<file path="config.mk">
export PLATFORM = sky130hd
export DESIGN_NAME = piece_controller
export DESIGN_NICKNAME = d
export VERILOG_FILES = /design/src/rtl/piece_controller_pkg.sv /design/src/rtl/piece_controller.sv
export SDC_FILE = /design/constraint.sdc
export NUM_CORES = 1
export LEC_CHECK = 0
export BUFFER_PORTS_ARGS = -buffer_cell sky130_fd_sc_hd__buf_2
export CAP_MARGIN = 30
export CELL_PAD_IN_SITES_DETAIL_PLACEMENT = 1
export CELL_PAD_IN_SITES_GLOBAL_PLACEMENT = 2
export CORE_MARGIN = 3
export CORE_UTILIZATION = 30
export DETAILED_ROUTE_END_ITERATION = 8
export GPL_TIMING_DRIVEN = 0
export HOLD_SLACK_MARGIN = 0.06
export PLACE_DENSITY = 0.79
export SLEW_MARGIN = 30
export SYNTH_ARGS = -nofsm -noshare
export SYNTH_HDL_FRONTEND = slang
export SYNTH_SLANG_ARGS = --single-unit
</file>
<file path="constraint.sdc">
create_clock -name clk -period 2 [get_ports clk]
set_clock_uncertainty 0.05 [all_clocks]
set_input_delay 0.3 -clock clk [delete_from_list [all_inputs] [get_ports clk]]
set_output_delay 0.3 -clock clk [all_outputs]
set_load 0.02 [all_outputs]
</file>
<file path="src/rtl/piece_controller_pkg.sv">
// Shared encodings for the falling-piece sequencer: shape codes, FSM states,
// request kinds and the sticky pending-request set.
package piece_controller_pkg;

    typedef enum logic [2:0] {
        SH_NONE = 3'd0,
        SH_T    = 3'd1,
        SH_Z    = 3'd2,
        SH_S    = 3'd3,
        SH_J    = 3'd4,
        SH_L    = 3'd5,
        SH_O    = 3'd6,
        SH_I    = 3'd7
    } shape_t;

    typedef enum logic [2:0] {
        ST_IDLE,
        ST_SPAWN,
        ST_QUERY,
        ST_EVAL,
        ST_READY,
        ST_LOCK,
        ST_GAMEOVER
    } state_t;

    typedef enum logic [2:0] {
        REQ_SPAWN,
        REQ_ROT,
        REQ_LEFT,
        REQ_RIGHT,
        REQ_DROP,
        REQ_TICK
    } req_kind_t;

    typedef struct packed {
        logic rot;
        logic left;
        logic right;
        logic drop;
        logic tick;
    } pend_t;

endpackage

</file>
<file path="src/rtl/piece_controller.sv">
// Active-tetromino sequencer: serves one pending move at a time, checks it against the board
// window (move request to commit = 2 cycles after the READY pick), holds lock_valid until lock_ack.
module piece_controller
    import piece_controller_pkg::*;
#(
    parameter int BOARD_W = 10,
    parameter int BOARD_H = 20,
    parameter int SPAWN_X = 3,
    parameter int XW      = 4,
    parameter int YW      = 5
) (
    input  logic          clk,
    input  logic          rst,
    input  logic          start,
    input  logic [2:0]    rnd,
    input  logic          btn_left,
    input  logic          btn_right,
    input  logic          btn_rot,
    input  logic          btn_drop,
    input  logic          tick,
    output logic [2:0]    rom_shape,
    output logic [1:0]    rom_rot,
    input  logic [15:0]   rom_block,
    output logic [XW-1:0] win_x,
    output logic [YW-1:0] win_y,
    input  logic [15:0]   board_win,
    output logic [XW-1:0] piece_x,
    output logic [YW-1:0] piece_y,
    output logic [2:0]    piece_shape,
    output logic [1:0]    piece_rot,
    output logic          lock_valid,
    input  logic          lock_ack,
    output logic          game_over
);

    localparam logic [XW-1:0] X_SPAWN = XW'(SPAWN_X);
    localparam logic [XW-1:0] X_MAX   = {XW{1'b1}};
    localparam logic [XW:0]   X_LIM   = (XW+1)'(BOARD_W);
    localparam logic [YW:0]   Y_LIM   = (YW+1)'(BOARD_H);

    state_t        state, state_nxt;
    shape_t        pshape, pshape_nxt;
    logic [XW-1:0] px, px_nxt, cx, cx_nxt;
    logic [YW-1:0] py, py_nxt, cy, cy_nxt;
    logic [1:0]    prot, prot_nxt, crot, crot_nxt;
    req_kind_t     kind, kind_nxt;
    pend_t         pend, pend_nxt;
    logic          drop_act, drop_nxt;
    logic          querying;
    logic          oob;
    logic          hit;

    assign querying = (state == ST_QUERY) || (state == ST_EVAL);

    assign rom_shape   = pshape;
    assign rom_rot     = querying ? crot : prot;
    assign win_x       = querying ? cx : px;
    assign win_y       = querying ? cy : py;
    assign piece_x     = px;
    assign piece_y     = py;
    assign piece_shape = pshape;
    assign piece_rot   = prot;
    assign lock_valid  = (state == ST_LOCK);
    assign game_over   = (state == ST_GAMEOVER);

    // A window entirely off the board always collides; this also stops y from wrapping on a long drop.
    assign oob = ({1'b0, cx} >= X_LIM) || ({1'b0, cy} >= Y_LIM);
    assign hit = oob || (|(rom_block & board_win));

    always_ff @(posedge clk or posedge rst) begin
        if (rst) begin
            state    <= ST_IDLE;
            pshape   <= SH_O;
            px       <= '0;
            py       <= '0;
            prot     <= '0;
            cx       <= '0;
            cy       <= '0;
            crot     <= '0;
            kind     <= REQ_SPAWN;
            pend     <= '0;
            drop_act <= 1'b0;
        end else begin
            state    <= state_nxt;
            pshape   <= pshape_nxt;
            px       <= px_nxt;
            py       <= py_nxt;
            prot     <= prot_nxt;
            cx       <= cx_nxt;
            cy       <= cy_nxt;
            crot     <= crot_nxt;
            kind     <= kind_nxt;
            pend     <= pend_nxt;
            drop_act <= drop_nxt;
        end
    end

    always_comb begin
        state_nxt  = state;
        pshape_nxt = pshape;
        px_nxt     = px;
        py_nxt     = py;
        prot_nxt   = prot;
        cx_nxt     = cx;
        cy_nxt     = cy;
        crot_nxt   = crot;
        kind_nxt   = kind;
        pend_nxt   = pend;
        drop_nxt   = drop_act;

        case (state)
            ST_IDLE, ST_GAMEOVER: begin
                pend_nxt = '0;
                drop_nxt = 1'b0;
                if (start) state_nxt = ST_SPAWN;
            end
            ST_SPAWN: begin
                pshape_nxt = (rnd == 3'd0) ? SH_O : shape_t'(rnd);
                cx_nxt     = X_SPAWN;
                cy_nxt     = '0;
                crot_nxt   = '0;
                kind_nxt   = REQ_SPAWN;
                state_nxt  = ST_QUERY;
            end
            ST_QUERY: state_nxt = ST_EVAL;
            ST_EVAL: begin
                state_nxt = ST_READY;
                if (!hit) begin
                    px_nxt   = cx;
                    py_nxt   = cy;
                    prot_nxt = crot;
                end
                case (kind)
                    REQ_SPAWN: if (hit) state_nxt = ST_GAMEOVER;
                    REQ_TICK:  if (hit) state_nxt = ST_LOCK;
                    REQ_DROP: begin
                        if (hit) begin
                            state_nxt = ST_LOCK;
                            drop_nxt  = 1'b0;
                        end else begin
                            cy_nxt    = cy + YW'(1);
                            state_nxt = ST_QUERY;
                        end
                    end
                    default: ;
                endcase
            end
            ST_READY: begin
                cx_nxt   = px;
                cy_nxt   = py;
                crot_nxt = prot;
                if (pend.rot) begin
                    pend_nxt.rot = 1'b0;
                    crot_nxt     = prot + 2'd1;
                    kind_nxt     = REQ_ROT;
                    state_nxt    = ST_QUERY;
                end else if (pend.left) begin
                    pend_nxt.left = 1'b0;
                    if (px != '0) begin
                        cx_nxt    = px - XW'(1);
                        kind_nxt  = REQ_LEFT;
                        state_nxt = ST_QUERY;
                    end
                end else if (pend.right) begin
                    pend_nxt.right = 1'b0;
                    if (px != X_MAX) begin
                        cx_nxt    = px + XW'(1);
                        kind_nxt  = REQ_RIGHT;
                        state_nxt = ST_QUERY;
                    end
                end else if (pend.drop) begin
                    pend_nxt.drop = 1'b0;
                    drop_nxt      = 1'b1;
                    cy_nxt        = py + YW'(1);
                    kind_nxt      = REQ_DROP;
                    state_nxt     = ST_QUERY;
                end else if (pend.tick) begin
                    pend_nxt.tick = 1'b0;
                    cy_nxt        = py + YW'(1);
                    kind_nxt      = REQ_TICK;
                    state_nxt     = ST_QUERY;
                end
            end
            ST_LOCK: if (lock_ack) state_nxt = ST_SPAWN;
            default: state_nxt = ST_IDLE;
        endcase

        // New requests win over the clear of the one just served.
        if (state != ST_IDLE && state != ST_GAMEOVER) begin
            pend_nxt.rot   = pend_nxt.rot   | btn_rot;
            pend_nxt.left  = pend_nxt.left  | btn_left;
            pend_nxt.right = pend_nxt.right | btn_right;
            pend_nxt.drop  = pend_nxt.drop  | btn_drop;
            pend_nxt.tick  = pend_nxt.tick  | tick;
        end
        if (drop_nxt) begin
            pend_nxt.rot   = 1'b0;
            pend_nxt.left  = 1'b0;
            pend_nxt.right = 1'b0;
        end
        if (state == ST_LOCK && lock_ack) pend_nxt = '0;
    end

endmodule

</file>
## Yosys cells after proc, flatten, opt, wreduce, memory -nomap -nowiden

Cells that the tools add are included.

- Bits in registers: 37
- Input bits: 44
- Output and inout port bits: 30
- Logic and storage cells: 120

- Add/sub/neg operators: 5
- Order comparisons: 2
- Eq/ne operators: 17
- Muxes and demuxes: 56
- Bitwise logic cells: 7
- Reduce and logical (&&, ||, !) cells: 18

Operator list:

| operator | count |
|---|---|
| 3-bit two-way mux | 19 |
| 5-bit two-way mux | 10 |
| 4-bit two-way mux | 7 |
| 3-bit case mux with 6 select lines | 1 |
| 16-bit AND | 1 |
| 16-bit OR reduction | 1 |
| 3-bit == test (second input constant) | 5 |
| 5-bit case mux with 3 select lines | 1 |
| 5-bit by 1-bit adder with 5-bit output (second input constant) | 2 |
| 5-bit case mux with 2 select lines | 1 |
| 3-bit logical NOT | 3 |
| 3-bit case mux with 3 select lines | 1 |
| 1-bit two-way mux | 8 |
| 2-bit two-way mux | 4 |
| 4-bit != test (second input constant) | 2 |
| 4-bit case mux with 2 select lines | 1 |
| 3-bit by 2-bit == test with 1-bit output (second input constant) | 2 |
| 6-bit != test (second input constant) | 1 |
| 3-bit case mux with 2 select lines | 1 |
| 3-bit nonzero test | 2 |
| 5-bit >= comparator (second input constant) | 1 |
| 5-bit != test (second input constant) | 1 |
| 1-bit bitwise OR | 5 |
| 5-bit AND reduction | 1 |
| other kinds (19) | 24 |

## Depth between registers and ports, before layout

- Depth after elaboration: 9
- Mapped depth: 8
- Mapped depth without buffers: 8

## Worst setup path after synthesis

OpenSTA, ideal clock, no wires.

- Path kind: reg-to-reg
- Start: register px[0] (netlist: piece_x[0])
- End: register state[1]
- Library setup time: 86 ps
- Arrival: 1,857 ps
- Required time: 1,864 ps
- Path slack: 7 ps
- Cell stages (with the launch flop): 7
- Buffers on the path: 0
- Clock period less this slack: 1,993 ps
- Path through: dfrtp_1 > ha_1 > a41oi_1 > o31ai_4 > nor4_1 > o21ai_0 > a32oi_1

- Longest elaborated chain between the ends: 3
- Elaborated cells on any way between the ends: 5
- Classes of those cells: eq/ne (3); reduce/logical (2)

Ends and longest elaborated chain:

| element | line | text |
|---|---|---|
| start: declaration | piece_controller.sv:43 | `logic [XW-1:0] px, px_nxt, cx, cx_nxt;` |
| start signal: assignment | piece_controller.sv:86 | `px <= px_nxt;` |
| 4-bit != test or 4-bit nonzero test (tied branches) | piece_controller.sv:166, piece_controller.sv:159 |  |
| 5-bit != test (no line) or 4-bit != test (tied branches) | - |  |
| 5-bit AND reduction (no line) (*) | - |  |
| end signal: assignment | piece_controller.sv:84 | `state <= state_nxt;` |
| end: declaration | piece_controller.sv:41 | `state_t state, state_nxt;` |

Every way passes the cells marked *; elsewhere a longest branch is shown, timed or not.
A chain may end at the register's enable or synchronous reset.

## Final worst setup path

- Start: register state[0]
- End: register cy[0]

- Longest elaborated chain between the ends: 3
- Elaborated cells on any way between the ends: 8
- Classes of those cells: eq/ne (5); mux (1); reduce/logical (2)

Ends and longest elaborated chain:

| element | line | text |
|---|---|---|
| 3-bit by 2-bit == test with 1-bit output (tied with other cells) | piece_controller.sv:111 | `case (state)` |
| 2-bit by 1-bit != test with 1-bit output (no line) (tied with other cells) | - |  |
| 3-bit AND reduction (no line) | - |  |
| end signal: assignment | piece_controller.sv:90 | `cy <= cy_nxt;` |
| end: declaration | piece_controller.sv:44 | `logic [YW-1:0] py, py_nxt, cy, cy_nxt;` |

Parallel ways exist; a longest one is shown, timed or not.

==> run metrics <==
proportion of power drawn by flip-flops and latches 29.8%; gate count after technology mapping 258; most frequent cells after synthesis sky130_fd_sc_hd__dfrtp_1 (35), sky130_fd_sc_hd__nand2_1 (25), sky130_fd_sc_hd__nor2_1 (20), sky130_fd_sc_hd__a21oi_1 (17), sky130_fd_sc_hd__o21ai_0 (14); sw power 1823 uW; power per standard cell area 1225 nW/um^2; post-place instance area 2848 um^2; cell chain of the critical path buf_2 -> nand2b_1 -> or2_1 -> buf_2 -> o21ai_2 -> a31oi_4 -> a221oi_1 -> a21oi_1; total instance count after detailed placement 431; ys async rst share 100.0%; post-route DRC violation count 0; die boundary width 94.29 um; initial cell density of the core 31.57%; deepest level of the CTS H-tree 2; number of top-level pins 74; Slew Limit Headroom 63.05%; data required time of the worst path 2.11 ns; fmax 508.0 MHz; final-report max-slew violation count 0; number of vias in the routed layout 2,342; Max Cap Violations 0; number of library cell types mapped by synthesis 51; Setup crit start kind flop; commonest register cell after synthesis sky130_fd_sc_hd__dfrtp_1; number of violations reported at the end of detailed-routing iteration 0 67; fraction of post-synthesis cell area in the top cell type by area 37.45%; endpoint type of the worst setup path flop; end-of-flow core utilization 43.89%; number of endpoints with negative hold slack in the final report 0; Inserted Clock Buffers 5; Worst VDD drop 0.4685 mV; area delta synth->final 39.06%; data arrival time of the worst path 2.08 ns; global-route wire length before repair 11.97 mm; num rows 31; Period Utilization, post-route 98.42%; clock root buffer sky130_fd_sc_hd__clkbuf_8; fraction of layout cells with a size suffix above 1 43.77%; startpoint of the worst-slack reg-to-reg timing path state[0]; final setup slack of the worst path 0.03153 ns; TritonCTS clock tree done; final layout net count 411; dominant cell by count in the synthesized netlist sky130_fd_sc_hd__dfrtp_1; per-instance average area after synthesis 9.064 um^2; Crit-path slowest cell sky130_fd_sc_hd__dfrtp_1; Least-Margin Pin Slew 0.5492 ns; clk_lat worst skew 0.29 ns; number of buffer cells added on primary ports 73; cells taking the most area after synthesis sky130_fd_sc_hd__dfrtp_1 (37%), sky130_fd_sc_hd__mux2_2 (5.3%), sky130_fd_sc_hd__mux2_1 (4.8%); hold wc startpoint tick; post-synthesis cell type with the largest combined area sky130_fd_sc_hd__dfrtp_1; clock network power share 12.4%; Max clock buf depth 2; count of TritonRoute iterations in the first routing pass 4; count of warnings emitted by yosys 0; status finished clean; global routing usage summed across all routing layers 17.18%; vias in the first global route 2,344; TritonCTS sink count 37; delay of the slowest critical-path stage 0.36 ns; worst min path class input port to flop; switching share of total power 45.78%; internal power 2159 uW; Critical Path Source state[0]; GP Congestion 0.8017; height of the die 94.29 um; clock slew at the register clock pins of the worst setup and hold paths 0.08 ns; library cell appearing most often on the critical path sky130_fd_sc_hd__buf_2; largest net degree at the start of global routing 28; overall power 3982 uW; netlist area before placement 2338 um^2; combinational cell fraction of total power 57.8%; HPWL after detailed placement 5.557 mm; setup repair after global routing missed its margin yes; post-route cell area 3252 um^2; vias per std cell 5.091; Final Instance Count excl. Fillers 460; initial antenna violation count 0; synthesized netlist net count 307; largest fanout on the critical path 10; total routed wirelength 7.618 mm; final-report setup violation count 0; final antenna-violating net count 0; grt ovf 0; leakage power summed over all cells 0.001569 uW; post-layout minimum cycle time 1.968 ns; area of the core 7408 um^2; post-place setup slack -0.2758 ns; count of flip-flops with a built-in enable after synthesis 0; routed length per instance 16.56 um; share of the yosys chip area belonging to registers 39.70%; die footprint 8891 um^2; number of storage elements in the synthesis netlist 37; number of antenna diodes 0; Crit Path Class flop to flop
-- power groups by stage --
stage | Combinational [uW] | Clock, uW | Sequential [uW]
floorplan | 1320 | 0 | 1200
global placement | 1860 | 0 | 1200
detailed placement | 1890 | 0 | 1210
CTS | 2140 | 510 | 1170
global route | 2520 | 552 | 1230
finish | 2300 | 494 | 1190
-- through the flow --
step / TNS, ns / hold WS [ns]
2_1_floorplan: 0 / 0.3766
3_3_place_gp: -3.637 / 0.4293
3_5_place_dp: -4.961 / 0.2135
4_1_cts: -0.1577 / 0.1893
5_1_grt: -0.4699 / 0.1983
6_report: 0 / 0.1890
-- per-layer routing --
layer	global-route usage (%)	vias up	wire, um
li1	-	1145	-
met3	2.564	5	179
met5	0	-	0
met4	3.851	0	55
met1	23.18	1154	3518
met2	28.90	38	3865
-- cell families (layout without fill, tap and decap cells) --
family / count (synthesis) / after routing / synth area share [%]
buf+inv: 28 / 131 / 5.350
fa+ha+maj: 5 / 5 / 2.675
compound gates: 73 / 73 / 20.28
simple gates: 85 / 85 / 18.51
xor+xnor: 9 / 9 / 3.371
mux: 21 / 21 / 10.11
flops: 37 / 37 / 39.70
-- sequential cells by signal, indices dropped and copies added (netlist names), 2 cells and up --
signal and count:
piece_y 5, piece_rot 2, piece_x 4, state 3, piece_shape 3, kind 3
cy 5, crot 2, cx 4, pend 5
-- critical path: cells and delay by family (launching register included) --
kind	cells	cell delay, ns
AO/OA/AOI/OAI	4	0.65
AND/OR/NAND/NOR	2	0.40
buffers and inverters	2	0.37
flip-flops	1	0.36
-- layout make-up --
class | count | area [um^2]
plain buffers | 14 | 93.84
clock buffers | 5 | 68.82
clock inverters | 1 | 5.005
fillers | 895 | 4156
inverters | 13 | 48.80
multi-input cells | 193 | 1386
flip-flops and latches | 37 | 935.9
well taps | 99 | 123.9
repair buffers | 98 | 589.3
-- path summary, 6_finish.rpt --
path / to / slack [ns] / depth (start not counted)
worst max-delay path: cy[0] / 0.03 / 8
worst min-delay path: pend[0] / 0.19 / 3
worst max register to register: cy[0] / 0.03 / 8
worst min register to register: piece_shape[2] / 0.47 / 2
max in group asynchronous: piece_shape[2] / 0.93 / 4
min in group asynchronous: piece_x[0] / 0.46 / 3
-- cells in the final DEF, fill, tap and decap left out, types with 3 or more instances in the layout --
cell type | Yosys | final
sky130_fd_sc_hd__a21oi_1 | 17 | 17
sky130_fd_sc_hd__a22oi_1 | 9 | 9
sky130_fd_sc_hd__a31oi_1 | 5 | 5
sky130_fd_sc_hd__and3_1 | 4 | 4
sky130_fd_sc_hd__buf_2 | 7 | 78
sky130_fd_sc_hd__buf_4 | 3 | 25
sky130_fd_sc_hd__clkbuf_8 | 0 | 5
sky130_fd_sc_hd__dfrtp_1 | 35 | 29
sky130_fd_sc_hd__dfrtp_2 | 0 | 6
sky130_fd_sc_hd__ha_1 | 5 | 3
sky130_fd_sc_hd__inv_1 | 11 | 7
sky130_fd_sc_hd__inv_2 | 2 | 6
sky130_fd_sc_hd__mux2_1 | 10 | 10
sky130_fd_sc_hd__mux2_2 | 11 | 11
sky130_fd_sc_hd__nand2_1 | 25 | 23
sky130_fd_sc_hd__nand2b_1 | 5 | 5
sky130_fd_sc_hd__nand3_1 | 5 | 5
sky130_fd_sc_hd__nand4_1 | 3 | 3
sky130_fd_sc_hd__nor2_1 | 20 | 18
sky130_fd_sc_hd__nor3_1 | 7 | 7
sky130_fd_sc_hd__o21ai_0 | 14 | 12
sky130_fd_sc_hd__o21ai_1 | 10 | 10
sky130_fd_sc_hd__o31ai_1 | 3 | 3
sky130_fd_sc_hd__xnor2_1 | 5 | 5
sky130_fd_sc_hd__xor2_1 | 4 | 4
-- repair_timing --
item	CTS	global route
endpoints found under the hold margin	10	0
endpoints found under the setup margin	35	28
gates cloned	0	1
resized for setup	24	18
buffers inserted	14	8
pin swaps	6	8
hold buffers	1	0
Power figures use the tool's default switching activity.
